File: src/rtl/can_frame_tx.sv
// CAN 2.0A base-format data-frame transmitter (11-bit ID, DLC=1) with CRC-15,
// bit stuffing, arbitration-loss detection and ACK-slot checking.
module can_frame_tx #(
  parameter int CLKS_PER_BIT = 10
) (
  input  logic        clk,
  input  logic        rst,
  input  logic        send_data,
  input  logic [10:0] address,
  input  logic [7:0]  data,
  input  logic        rx,
  input  logic        clear_to_tx,
  output logic        tx,
  output logic        can_bitstuff,
  output logic        txing,
  output logic        tx_done,
  output logic        arb_lost,
  output logic        ack_err
);
  localparam int            CW       = (CLKS_PER_BIT > 1) ? $clog2(CLKS_PER_BIT) : 1;
  localparam logic [CW-1:0] CNT_LAST = CW'(CLKS_PER_BIT - 1);
  localparam logic [14:0]   CRC_POLY = 15'h4599;

  typedef enum logic [3:0] {
    IDLE, SOF, ID, CTRL, DATA, CRC, CRC_DEL, ACK, ACK_DEL, EOF, IFS
  } state_e;

  state_e        state_q, state_d;
  logic [3:0]    idx_q, idx_d;
  logic [CW-1:0] cnt_q, cnt_d;
  logic [2:0]    run_q, run_d;
  logic [14:0]   crc_q, crc_d;
  logic [10:0]   addr_q, addr_d;
  logic [7:0]    data_q, data_d;
  logic          pend_q, pend_d, send_q, cts_q;
  logic          tx_q, tx_d, stuff_q, stuff_d, txing_q, txing_d;
  logic          done_q, done_d, arb_q, arb_d, ackerr_q, ackerr_d;
  logic          req_pulse, bit_end, arb_zone, crc_zone, stuff_zone, nxt_bit;

  function automatic logic [3:0] last_idx(state_e s);
    case (s)
      ID:      last_idx = 4'd10;
      CTRL:    last_idx = 4'd6;
      DATA:    last_idx = 4'd7;
      CRC:     last_idx = 4'd14;
      EOF:     last_idx = 4'd6;
      IFS:     last_idx = 4'd2;
      default: last_idx = 4'd0;
    endcase
  endfunction

  function automatic state_e succ(state_e s);
    case (s)
      SOF:     succ = ID;
      ID:      succ = CTRL;
      CTRL:    succ = DATA;
      DATA:    succ = CRC;
      CRC:     succ = CRC_DEL;
      CRC_DEL: succ = ACK;
      ACK:     succ = ACK_DEL;
      ACK_DEL: succ = EOF;
      EOF:     succ = IFS;
      default: succ = IDLE;
    endcase
  endfunction

  // Unstuffed bit at (state, index); CTRL is RTR,IDE,r0 then DLC=0001.
  function automatic logic frame_bit(state_e s, logic [3:0] i, logic [10:0] a,
                                     logic [7:0] d, logic [14:0] c);
    logic [10:0] sa;
    logic [7:0]  sd;
    logic [14:0] sc;
    sa = a << i;
    sd = d << i;
    sc = c << i;
    case (s)
      SOF:     frame_bit = 1'b0;
      ID:      frame_bit = sa[10];
      CTRL:    frame_bit = (i == 4'd6);
      DATA:    frame_bit = sd[7];
      CRC:     frame_bit = sc[14];
      default: frame_bit = 1'b1;
    endcase
  endfunction

  always_comb begin
    state_d  = state_q;
    idx_d    = idx_q;
    cnt_d    = cnt_q;
    run_d    = run_q;
    crc_d    = crc_q;
    addr_d   = addr_q;
    data_d   = data_q;
    pend_d   = pend_q;
    tx_d     = tx_q;
    stuff_d  = stuff_q;
    txing_d  = txing_q;
    done_d   = 1'b0;
    arb_d    = 1'b0;
    ackerr_d = 1'b0;
    nxt_bit  = 1'b1;

    req_pulse  = send_data & ~send_q;
    bit_end    = (cnt_q == CNT_LAST);
    arb_zone   = (state_q == ID) || (state_q == CTRL && idx_q == 4'd0);
    crc_zone   = (state_q inside {SOF, ID, CTRL, DATA});
    stuff_zone = crc_zone || (state_q == CRC);

    if (state_q == IDLE) begin
      if (req_pulse) begin
        addr_d = address;
        data_d = data;
        pend_d = 1'b1;
      end
      if (pend_q && cts_q) begin
        state_d = SOF;
        idx_d   = 4'd0;
        cnt_d   = '0;
        crc_d   = 15'h0;
        run_d   = 3'd1;
        tx_d    = 1'b0;
        stuff_d = 1'b0;
        txing_d = 1'b1;
      end
    end else begin
      cnt_d = bit_end ? '0 : cnt_q + 1'b1;
      if (bit_end) begin
        if (arb_zone && tx_q && !rx) begin
          // Lost arbitration: back off but keep the request pending for retry.
          state_d = IDLE;
          tx_d    = 1'b1;
          stuff_d = 1'b0;
          txing_d = 1'b0;
          arb_d   = 1'b1;
        end else if (state_q == IFS && idx_q == last_idx(IFS)) begin
          state_d = IDLE;
          txing_d = 1'b0;
          pend_d  = 1'b0;
          done_d  = 1'b1;
        end else begin
          ackerr_d = (state_q == ACK) && rx;
          if (!stuff_q && crc_zone)
            crc_d = {crc_q[13:0], 1'b0} ^ ((tx_q ^ crc_q[14]) ? CRC_POLY : 15'h0);
          if (!stuff_q && stuff_zone && run_q == 3'd5) begin
            stuff_d = 1'b1;
            tx_d    = ~tx_q;
            run_d   = 3'd1;
          end else begin
            if (idx_q == last_idx(state_q)) begin
              state_d = succ(state_q);
              idx_d   = 4'd0;
            end else begin
              idx_d = idx_q + 4'd1;
            end
            nxt_bit = frame_bit(state_d, idx_d, addr_q, data_q, crc_d);
            stuff_d = 1'b0;
            tx_d    = nxt_bit;
            run_d   = (nxt_bit == tx_q && run_q != 3'd7) ? run_q + 3'd1 : 3'd1;
          end
        end
      end
    end
  end

  // clear_to_tx is registered before use, so a frame starts two clks after it rises.
  always_ff @(posedge clk) begin
    if (!rst) begin
      state_q  <= IDLE;
      idx_q    <= 4'd0;
      cnt_q    <= '0;
      run_q    <= 3'd0;
      crc_q    <= 15'h0;
      addr_q   <= 11'h0;
      data_q   <= 8'h0;
      pend_q   <= 1'b0;
      send_q   <= 1'b0;
      cts_q    <= 1'b0;
      tx_q     <= 1'b1;
      stuff_q  <= 1'b0;
      txing_q  <= 1'b0;
      done_q   <= 1'b0;
      arb_q    <= 1'b0;
      ackerr_q <= 1'b0;
    end else begin
      state_q  <= state_d;
      idx_q    <= idx_d;
      cnt_q    <= cnt_d;
      run_q    <= run_d;
      crc_q    <= crc_d;
      addr_q   <= addr_d;
      data_q   <= data_d;
      pend_q   <= pend_d;
      send_q   <= send_data;
      cts_q    <= clear_to_tx;
      tx_q     <= tx_d;
      stuff_q  <= stuff_d;
      txing_q  <= txing_d;
      done_q   <= done_d;
      arb_q    <= arb_d;
      ackerr_q <= ackerr_d;
    end
  end

  assign tx           = tx_q;
  assign can_bitstuff = stuff_q;
  assign txing        = txing_q;
  assign tx_done      = done_q;
  assign arb_lost     = arb_q;
  assign ack_err      = ackerr_q;
endmodule

File: config.mk
export PLATFORM = sky130hd
export DESIGN_NAME = can_frame_tx
export DESIGN_NICKNAME = d
export VERILOG_FILES = /design/src/rtl/can_frame_tx.sv
export SDC_FILE = /design/constraint.sdc
export NUM_CORES = 1
export LEC_CHECK = 0
export BUFFER_PORTS_ARGS = -buffer_cell sky130_fd_sc_hd__buf_2
export CAP_MARGIN = 20
export CELL_PAD_IN_SITES_DETAIL_PLACEMENT = 1
export CELL_PAD_IN_SITES_GLOBAL_PLACEMENT = 2
export CORE_MARGIN = 2
export CORE_UTILIZATION = 32
export CTS_CLUSTER_DIAMETER = 150
export DETAILED_ROUTE_END_ITERATION = 7
export PLACE_DENSITY_LB_ADDON = 0.3
export SKIP_LAST_GASP = 1
export SLEW_MARGIN = 20
export SYNTH_ARGS = -nofsm -noshare
export SYNTH_HDL_FRONTEND = slang
export SYNTH_SLANG_ARGS = --single-unit
export TNS_END_PERCENT = 30
File: constraint.sdc
create_clock -name clk -period 3 [get_ports clk]
set_input_delay 0.45 -clock clk [delete_from_list [all_inputs] [get_ports clk]]
set_output_delay 0.45 -clock clk [all_outputs]
set_load 0.05 [all_outputs]
After elaboration in Yosys (flattened, before gate mapping)
Memories as Yosys holds them, arrays and structs flattened. A register that Yosys moved wholly into a read port is not among the register bits.
Cells that the tools add are included.

operators by class
  eq/ne operators = 27
  bitwise logic cells = 7
  $add $sub $neg = 3
  mux-type cells = 80
  reductions and logical operators = 31
  shift operators = 3

operators by type and width
  cell                                                                   count
  15-bit 2-to-1 mux                                                      11
  4-bit 2-to-1 mux                                                       33
  1-bit 2-to-1 mux                                                       27
  4-bit by 3-bit equality test with 1-bit output, second input constant  6
  3-bit 2-to-1 mux                                                       7
  4-bit by 2-bit equality test with 1-bit output, second input constant  5
  4-bit case mux with 5 select lines                                     1
  15-bit by 4-bit << shifter with 15-bit output                          1
  15-bit XOR                                                             1
  4-bit equality test, second input constant                             3
  11-bit by 4-bit << shifter with 11-bit output                          1
  1-bit logical AND                                                      10
  3-bit AND reduction                                                    3
  4-bit by 1-bit adder with 4-bit output, second input constant          2
  4-bit by 1-bit equality test with 1-bit output, second input constant  2
  4-bit logical NOT                                                      2
  2-bit inequality test, second input constant                           4
  4-bit AND reduction                                                    2
  8-bit by 4-bit << shifter with 8-bit output                            1
  3-bit inequality test, second input constant                           2
  1-bit case mux with 5 select lines                                     1
  5-bit AND reduction                                                    1
  5-bit OR reduction                                                     1
  4-bit equality test                                                    1
  other kinds (17)                                                       23

storage, ports and cells
  memories = 1
  bits in read-only memories = 64
  register bits = 58
  logic and storage cells = 168

memory list
  name              depth  width  read ports  clocked after Yosys merged registers in  wr ports  RTL line  text
  (name not given)  16     4      1           1                                        0         53        case (s)

Longest topological paths before layout
Gate-level depths: netlist of run 1.

  word-level depth = 32
  gate-level depth with buffers = 15

Worst setup path before layout of run 1
OpenSTA, ideal clock, no wires.

  kind = reg2reg
  from = reg idx_q[0]
  to = reg run_q[1]
  stages on the path, launching flop included = 12
  data required time = 2.884 ns
  period minus slack after synthesis = 3.067 ns
  library setup time = 0.116 ns
  path slack = -0.067 ns
  data arrival time = 2.950 ns
  path buffers = 2
  path through = dfxtp_1 clkbuf_1 clkinv_1 ha_1 clkbuf_1 o21ai_0 o311ai_0 a31oi_1 or4_1 o211ai_2 xnor2_1 a41o_1

on the way
  word-level cells in the longest chain between the ends = 22
  elaborated cells between the ends (all ways) = 47
  those cells by class = add/sub (1); eq/ne (11); shift (3); mux (24); reduce/logical (8)

ends and longest elaborated chain
  element                                                                               RTL line  text
  from (decl)                                                                           29        logic [3:0] idx_q, idx_d;
  from (signal assigned)                                                                186       idx_q <= idx_d;
  4-bit by 1-bit adder with 4-bit output / 4-bit equality test (equally long branches)  153, 149
  4-bit 2-to-1 mux                                                                      149       if (idx_q == last_idx(state_q)) begin
  4-bit 2-to-1 mux                                                                      144       if (!stuff_q && stuff_zone && run_q == 3'd5) begin
  4-bit 2-to-1 mux                                                                      135       end else if (state_q == IFS && idx_q == last_idx(IFS)) begin
  4-bit 2-to-1 mux                                                                      128       if (arb_zone && tx_q && !rx) begin
  4-bit 2-to-1 mux                                                                      127       if (bit_end) begin
  4-bit 2-to-1 mux                                                                      109       if (state_q == IDLE) begin
  15-bit by 4-bit << shifter with 15-bit output, or another cell as far along           75        sc = c << i;
  [6 not listed]                                                                        -
  1-bit equality test                                                                   158       run_d = (nxt_bit == tx_q && run_q != 3'd7) ? run_q + 3'd1 : 3'd1;
  1-bit logical AND                                                                     158
  3-bit 2-to-1 mux                                                                      158
  3-bit 2-to-1 mux                                                                      144
  3-bit 2-to-1 mux                                                                      135
  3-bit 2-to-1 mux                                                                      128
  3-bit 2-to-1 mux                                                                      127
  3-bit 2-to-1 mux                                                                      109
  to (signal assigned)                                                                  188       run_q <= run_d;
  to (decl)                                                                             31        logic [2:0] run_q, run_d;

Several ways; a longest one is shown, not always the timed one. The select of a mux whose other input is x is not followed.
A chain may end at the register's enable or synchronous reset.

Worst setup path in the final report of run 1
  from = reg state_q[3]
  to = reg run_q[2]

on the way
  word-level cells in the longest chain between the ends = 30
  elaborated cells between the ends (all ways) = 71
  those cells by class = eq/ne (18); shift (3); mux (35); reduce/logical (15)

ends and longest elaborated chain
  element                                                                                       RTL line      text
  from (decl)                                                                                   28            state_e state_q, state_d;
  from (signal assigned)                                                                        185           state_q <= state_d;
  4-bit by 2-bit equality test with 1-bit output / 4-bit equality test (equally long branches)  41, 105, 106
  2-bit OR reduction (no source line)                                                           -
  4-bit case mux with 5 select lines                                                            41            case (s)
  4-bit 2-to-1 mux                                                                              144
  4-bit 2-to-1 mux                                                                              135
  4-bit 2-to-1 mux                                                                              128
  4-bit 2-to-1 mux                                                                              127
  4-bit 2-to-1 mux                                                                              109
  [14 not listed]                                                                               -
  1-bit equality test                                                                           158
  1-bit logical AND                                                                             158
  3-bit 2-to-1 mux                                                                              158
  3-bit 2-to-1 mux                                                                              144
  3-bit 2-to-1 mux                                                                              135
  3-bit 2-to-1 mux                                                                              128
  3-bit 2-to-1 mux                                                                              127
  3-bit 2-to-1 mux                                                                              109

Several ways; a longest one is shown, not always the timed one. The select of a mux whose other input is x is not followed.

==> metrics.txt, run 1 <==
Initial Util 32.4%; Die Y-Extent 114 um; Max-slew headroom 37.5%; Synth area leader dfxtp_1; prevailing post-synth register cell dfxtp_1; power share of the clock group 48.2%; sequential-to-total area share from yosys stat 32.2%; Post-Route Skew 6.76 ps; HPWL Detailed 9820 um; DR pass1 iterations 4; nets 606; Root Driver clkbuf_16; vias 3887; clock-pin slew on the worst setup and hold paths 50 ps; top layer in use met4; placement row count 40; cell area after layout 0.00509 sq mm; met2 routed WL 6470 um; Worst Path Max Fanout 7; layout cells sized above 1 27.5%; Final Hold Fails 0; post-route setup slack -86.6 ps; Slew Limit Fails 0; Sw Pwr 476 uW; filler instances 1481; Async S/R FF share, synth 0%; Final Cycle Share 103%; Final ANT Viol Nets 0; Core Box Area 0.0119 sq mm; library cells used by synthesis 65; total CTS buffers 9; Iter 0 DRT Violations 222; All-Layer GR Usage 21.1%; Post-Place Worst Slack -206 ps; ranking of synthesized cells by area dfxtp_1, nand2_1, a21boi_0; Mean Syn Cell Area 7.91 sq um; initial antenna violation count 0; internal power 1500 uW; met1 wire length 5930 um; Max clock buf depth 2; worst hold path class in -> reg; #FFs+latches synth 62; largest net degree at the start of global routing 36; slowest stage delay, CP 550 ps; Critical Path RT 3240 ps; CTS tree built; Crit-path slowest cell or4b_4; drt wl/cell 18.3 um; Peak VDD IR 0.246 mV; top-area cell type share of the netlist area 32.2%; full die area 0.0130 sq mm; crit path capture type flip-flop; EDFF count, synth 0; # IOs 30; Final Util 42.8%; violated checks negative setup slack; max cap viols 0; final WL 13100 um; RSZ-0062 raised after global routing yes; Area Growth Syn to Fin 32.0%; clk sinks 62; Logic pwr share 8.4%; I/O Buffers 29; mapped cell area 0.00386 sq mm; WP data arrival 3320 ps; Die Span X 114 um; final setup TNS -275 ps; CP Class reg -> reg; fmax 324 MHz; most frequent CP cell or4_1; Final Critical Period 3090 ps; final-report setup violation count 4; status finished with violations; Pwr per Cell Area 389 mW/mm^2; top cells by count, synth nand2_1, dfxtp_1, nor2_1, o21ai_0, a21boi_0; Yosys warning count 0; Post-route DRC 0; sw frac 24.1%; sequential share of power 43.4%; Least-Margin Pin Slew 934 ps; DR WL met3 478 um; H-tree Lvls 3; crit path cell chain or4b_4, o221ai_4, buf_4, or4_1, a21oi_1, a2111oi_4, a31oi_1, or4_1, o211ai_2, xnor2_2, a41o_1; post-placement cell area 0.00460 sq mm; Worst-Skew Late Latency 340 ps; diodes inserted 0; GR Overflow Total 0; Mapped Cells 488; Startpoint Class flip-flop; vias per cell 5.41; vias in the first global route 4002; Post-Syn Nets 525; global-route wire length before repair 21100 um; Final GP Congestion 0.935; count leader, synth nand2_1; leak pwr 0.00200 uW
==> per-layer routing <==
metal / track usage, % / vias up
met5: 0 / -
li1: - / 1913
met2: 35.9 / 73
met3: 3.24 / 13
met1: 26.8 / 1888
met4: 8.21 / 0
==> power by group through the flow <==
stage / clock network (uW) / logic (uW) / registers [uW]
2_1_floorplan: 0 / 90.5 / 876
3_3_place_gp: 0 / 153 / 877
3_5_place_dp: 0 / 158 / 878
4_1_cts: 976 / 162 / 860
5_1_grt: 1010 / 185 / 862
6_report: 955 / 166 / 859
==> final timing paths <==
check,start,endpoint,slack [ps],cells past startpoint
hold / removal,clear_to_tx,cts_q,320,2
setup reg to reg,state_q[3],run_q[2],-90,11
hold reg to reg,data_q[2],data_q[2],460,2
setup / recovery,state_q[3],run_q[2],-90,11
==> state kept, by name, summed over array words and instances, names as in the netlist, 3 cells and up, named ones only <==
| register | cells |
|---|---|
| run_q | 3 |
| crc_q | 15 |
| data_q | 8 |
| cnt_q | 4 |
| addr_q | 11 |
| state_q | 4 |
| idx_q | 4 |
==> cell families after synthesis <==
kind of cell	count (synthesis)	synth area share, %
xor+xnor	13	2.95
fa+ha+maj	13	4.21
buf+inv	51	5.51
flops	62	32.2
mux	13	3.37
compound gates	135	25.2
simple gates	201	26.6
==> timing repair <==
item | 4_1_cts | 5_1_grt
endpoints found under the setup margin | 7 | 22
gates resized for setup | 11 | 38
hold buffers | 0 | 0
pin swaps | 9 | 10
buffers inserted | 3 | 2
gates cloned | 0 | 0
==> critical path: cells and delay by family (launching register included) <==
family,cells,cell delay [ps]
AND/OR/NAND/NOR,3,1100
AO/OA/AOI/OAI,6,1240
flip-flops,1,370
XOR/XNOR,1,130
buffers and inverters,1,150
==> cells in the final DEF, fill, tap and decap left out, types with 17 or more instances in the layout <==
cell type  count
a21boi_0      23
a21oi_1       21
buf_2         29
buf_4         71
dfxtp_1       57
nand2_1       65
nand3_1       17
nor2_1        28
nor2b_1       19
o21ai_0       20
==> per-stage QoR <==
stage               total power [uW]  cells  hold slack, ps
finish                          1980    718             316
global route                    2050    718             329
CTS                             2000    717             313
detailed placement              1040    701             463
global placement                1030    701             454
floorplan                        967    488             439
==> cell type report <==
cell class / instances / area (sq um) / share of cell area, %
clock buffers: 11 / 253 / 4.96
clock inverters: 2 / 10.0 / 0.197
inverters: 16 / 60.1 / 1.18
multi-input cells: 375 / 2590 / 50.9
flip-flops and latches: 62 / 1250 / 24.6
well taps: 147 / 184 / 3.61
repair buffers: 105 / 743 / 14.6
Power figures use the tool's default switching activity.
==> run 2: changes to the inputs <==
RECOVER_POWER = 50   (was not set)
==> metrics.txt, run 2 (synthesis gave the netlist of run 1 again) <==
status finished with violations (unchanged); violated checks negative setup slack (unchanged); top layer in use met4 (unchanged); final-report setup violation count 4 (unchanged); I/O Buffers 29 (unchanged); worst hold path class in -> reg (unchanged); Initial Util 32.4% (unchanged); highest-count cells in the layout ignoring fill and taps buf_4, nand2_1, dfxtp_1 (unchanged); Post-route DRC 0 (unchanged); diodes inserted 0 (unchanged); Largest regs crc_q x15, addr_q x11, data_q x8 (unchanged); H-tree Lvls 3 (unchanged); global-route wire length before repair 21100 um (unchanged); Final GP Congestion 0.935 (unchanged); crit path cell chain or4b_4, o221ai_4, buf_4, or4_1, a21oi_1, a2111oi_4, a31oi_1, or4_1, o211ai_2, xnor2_2, a41o_1 (unchanged); GR Overflow Total 0 (unchanged); Worst Path Max Fanout 7 (unchanged); leak pwr 0.00197 uW (was 0.00200 uW); All-Layer GR Usage 21.1% (unchanged); HPWL Detailed 9820 um (unchanged); largest net degree at the start of global routing 36 (unchanged); Slew Limit Fails 0 (unchanged); vias per cell 5.42 (was 5.41); Pwr per Cell Area 390 mW/mm^2 (was 389 mW/mm^2); crit path capture type flip-flop (unchanged); dpl cells 701 (unchanged); Max-slew headroom 8.57% (was 37.5%); Final Hold Fails 0 (unchanged); Die Span X 114 um (unchanged); Max clock buf depth 2 (unchanged); initial antenna violation count 0 (unchanged); Root Driver clkbuf_16 (unchanged); slowest stage delay, CP 550 ps (about the same); final setup TNS -283 ps (was -275 ps); max cap viols 0 (unchanged); Peak VDD IR 0.245 mV (was 0.246 mV); CP Class reg -> reg (unchanged); Post-Route Skew 6.98 ps (was 6.76 ps); fin cells 718 (unchanged); Area Growth Syn to Fin 31.5% (was 32.0%); Crit-path slowest cell or4b_4 (unchanged); Worst-Skew Late Latency 340 ps (about the same); nets 606 (unchanged); met2 routed WL 6470 um (about the same); filler instances 1481 (unchanged); clock-pin slew on the worst setup and hold paths 50 ps (about the same); met1 wire length 5970 um (was 5930 um); max FFs per register 15 (unchanged); RSZ-0062 raised after global routing yes (unchanged); most common cell after layout, fill and taps aside buf_4 (unchanged); largest register by flop count crc_q (unchanged); Core Box Area 0.0119 sq mm (unchanged); total CTS buffers 9 (unchanged); post-route setup slack -85.8 ps (was -86.6 ps); Final ANT Viol Nets 0 (unchanged); final WL 13100 um (about the same); fmax 324 MHz (about the same); Final Critical Period 3090 ps (about the same); # IOs 30 (unchanged); DR pass1 iterations 5 (was 4); Iter 0 DRT Violations 224 (was 222); placement row count 40 (unchanged); Multi-input gate area 0.00259 sq mm (unchanged); WP data arrival 3320 ps (about the same); Die Y-Extent 114 um (unchanged); Final Cycle Share 103% (about the same); most frequent CP cell or4_1 (unchanged); layout cells sized above 1 25.9% (was 27.5%); drt wl/cell 18.3 um (about the same); vias in the first global route 4002 (unchanged); hold slack 320 ps (was 316 ps); Reg area 0.00125 sq mm (unchanged); Least-Margin Pin Slew 1370 ps (was 934 ps); full die area 0.0130 sq mm (unchanged); DR WL met3 447 um (was 478 um); CTS Hold Bufs 0 (unchanged); Critical Path RT 3240 ps (about the same); CTS tree built (unchanged); clk sinks 62 (unchanged); Startpoint Class flip-flop (unchanged); vias 3890 (was 3887)
[run 2: metrics by stage]
stage | cell area [sq um] | total power, uW | worst slack (ps) | utilization (%)
after global routing | 5080 | 2050 | -255 | 42.6
after global placement | 4600 | 1030 | -78.1 | 38.6
after CTS | 4920 | 2000 | -76.3 | 41.3
after detailed placement | 4600 | 1040 | -206 | 38.6
after floorplan | 3860 | 967 | 19.7 | -
final | 5080 | 1980 | -85.8 | 42.6
[run 2: what timing repair did]
item	in CTS	in global routing
hold endpoints to repair	0	0
buffers inserted	3	2
gates resized for setup	11	38
pin swaps	9	10
setup endpoints to repair	7	22
[run 2: worst paths after layout]
kind	startpoint	to	slack [ps]	depth (start not counted)
worst max-delay path	state_q[3]	run_q[2]	-90	11
worst min-delay path	clear_to_tx	cts_q	320	2
worst max register to register	state_q[3]	run_q[2]	-90	11
worst min register to register	data_q[2]	data_q[2]	470	2
[run 2: cell type report]
type | instances | share of cell area, %
clock buffers | 11 | 4.98
clock inverters | 2 | 0.197
inverters | 16 | 1.18
multi-input cells | 375 | 51.0
flip-flops and latches | 62 | 24.7
well taps | 147 | 3.62
repair buffers | 105 | 14.3
[run 2: worst max-delay path: cells and delay by family (launching register included)]
family                 cells  cell delay, ps
XOR/XNOR                   1             130
flip-flops                 1             370
buffers and inverters      1             150
AO/OA/AOI/OAI              6            1240
AND/OR/NAND/NOR            3            1100
[run 2: metal layers]
layer,vias up,global-route usage [%]
met5,-,0
met4,0,8.21
met3,14,3.24
met2,69,35.9
met1,1890,26.8
li1,1917,-
[run 2: power by group]
group          switching [uW]  total (uW)  internal [uW]  leakage (uW)
Clock                     369         955            586      0.000133
Sequential               14.5         859            845      0.000507
Combinational            92.5         164           71.9       0.00133
Total                     476        1980           1500       0.00197
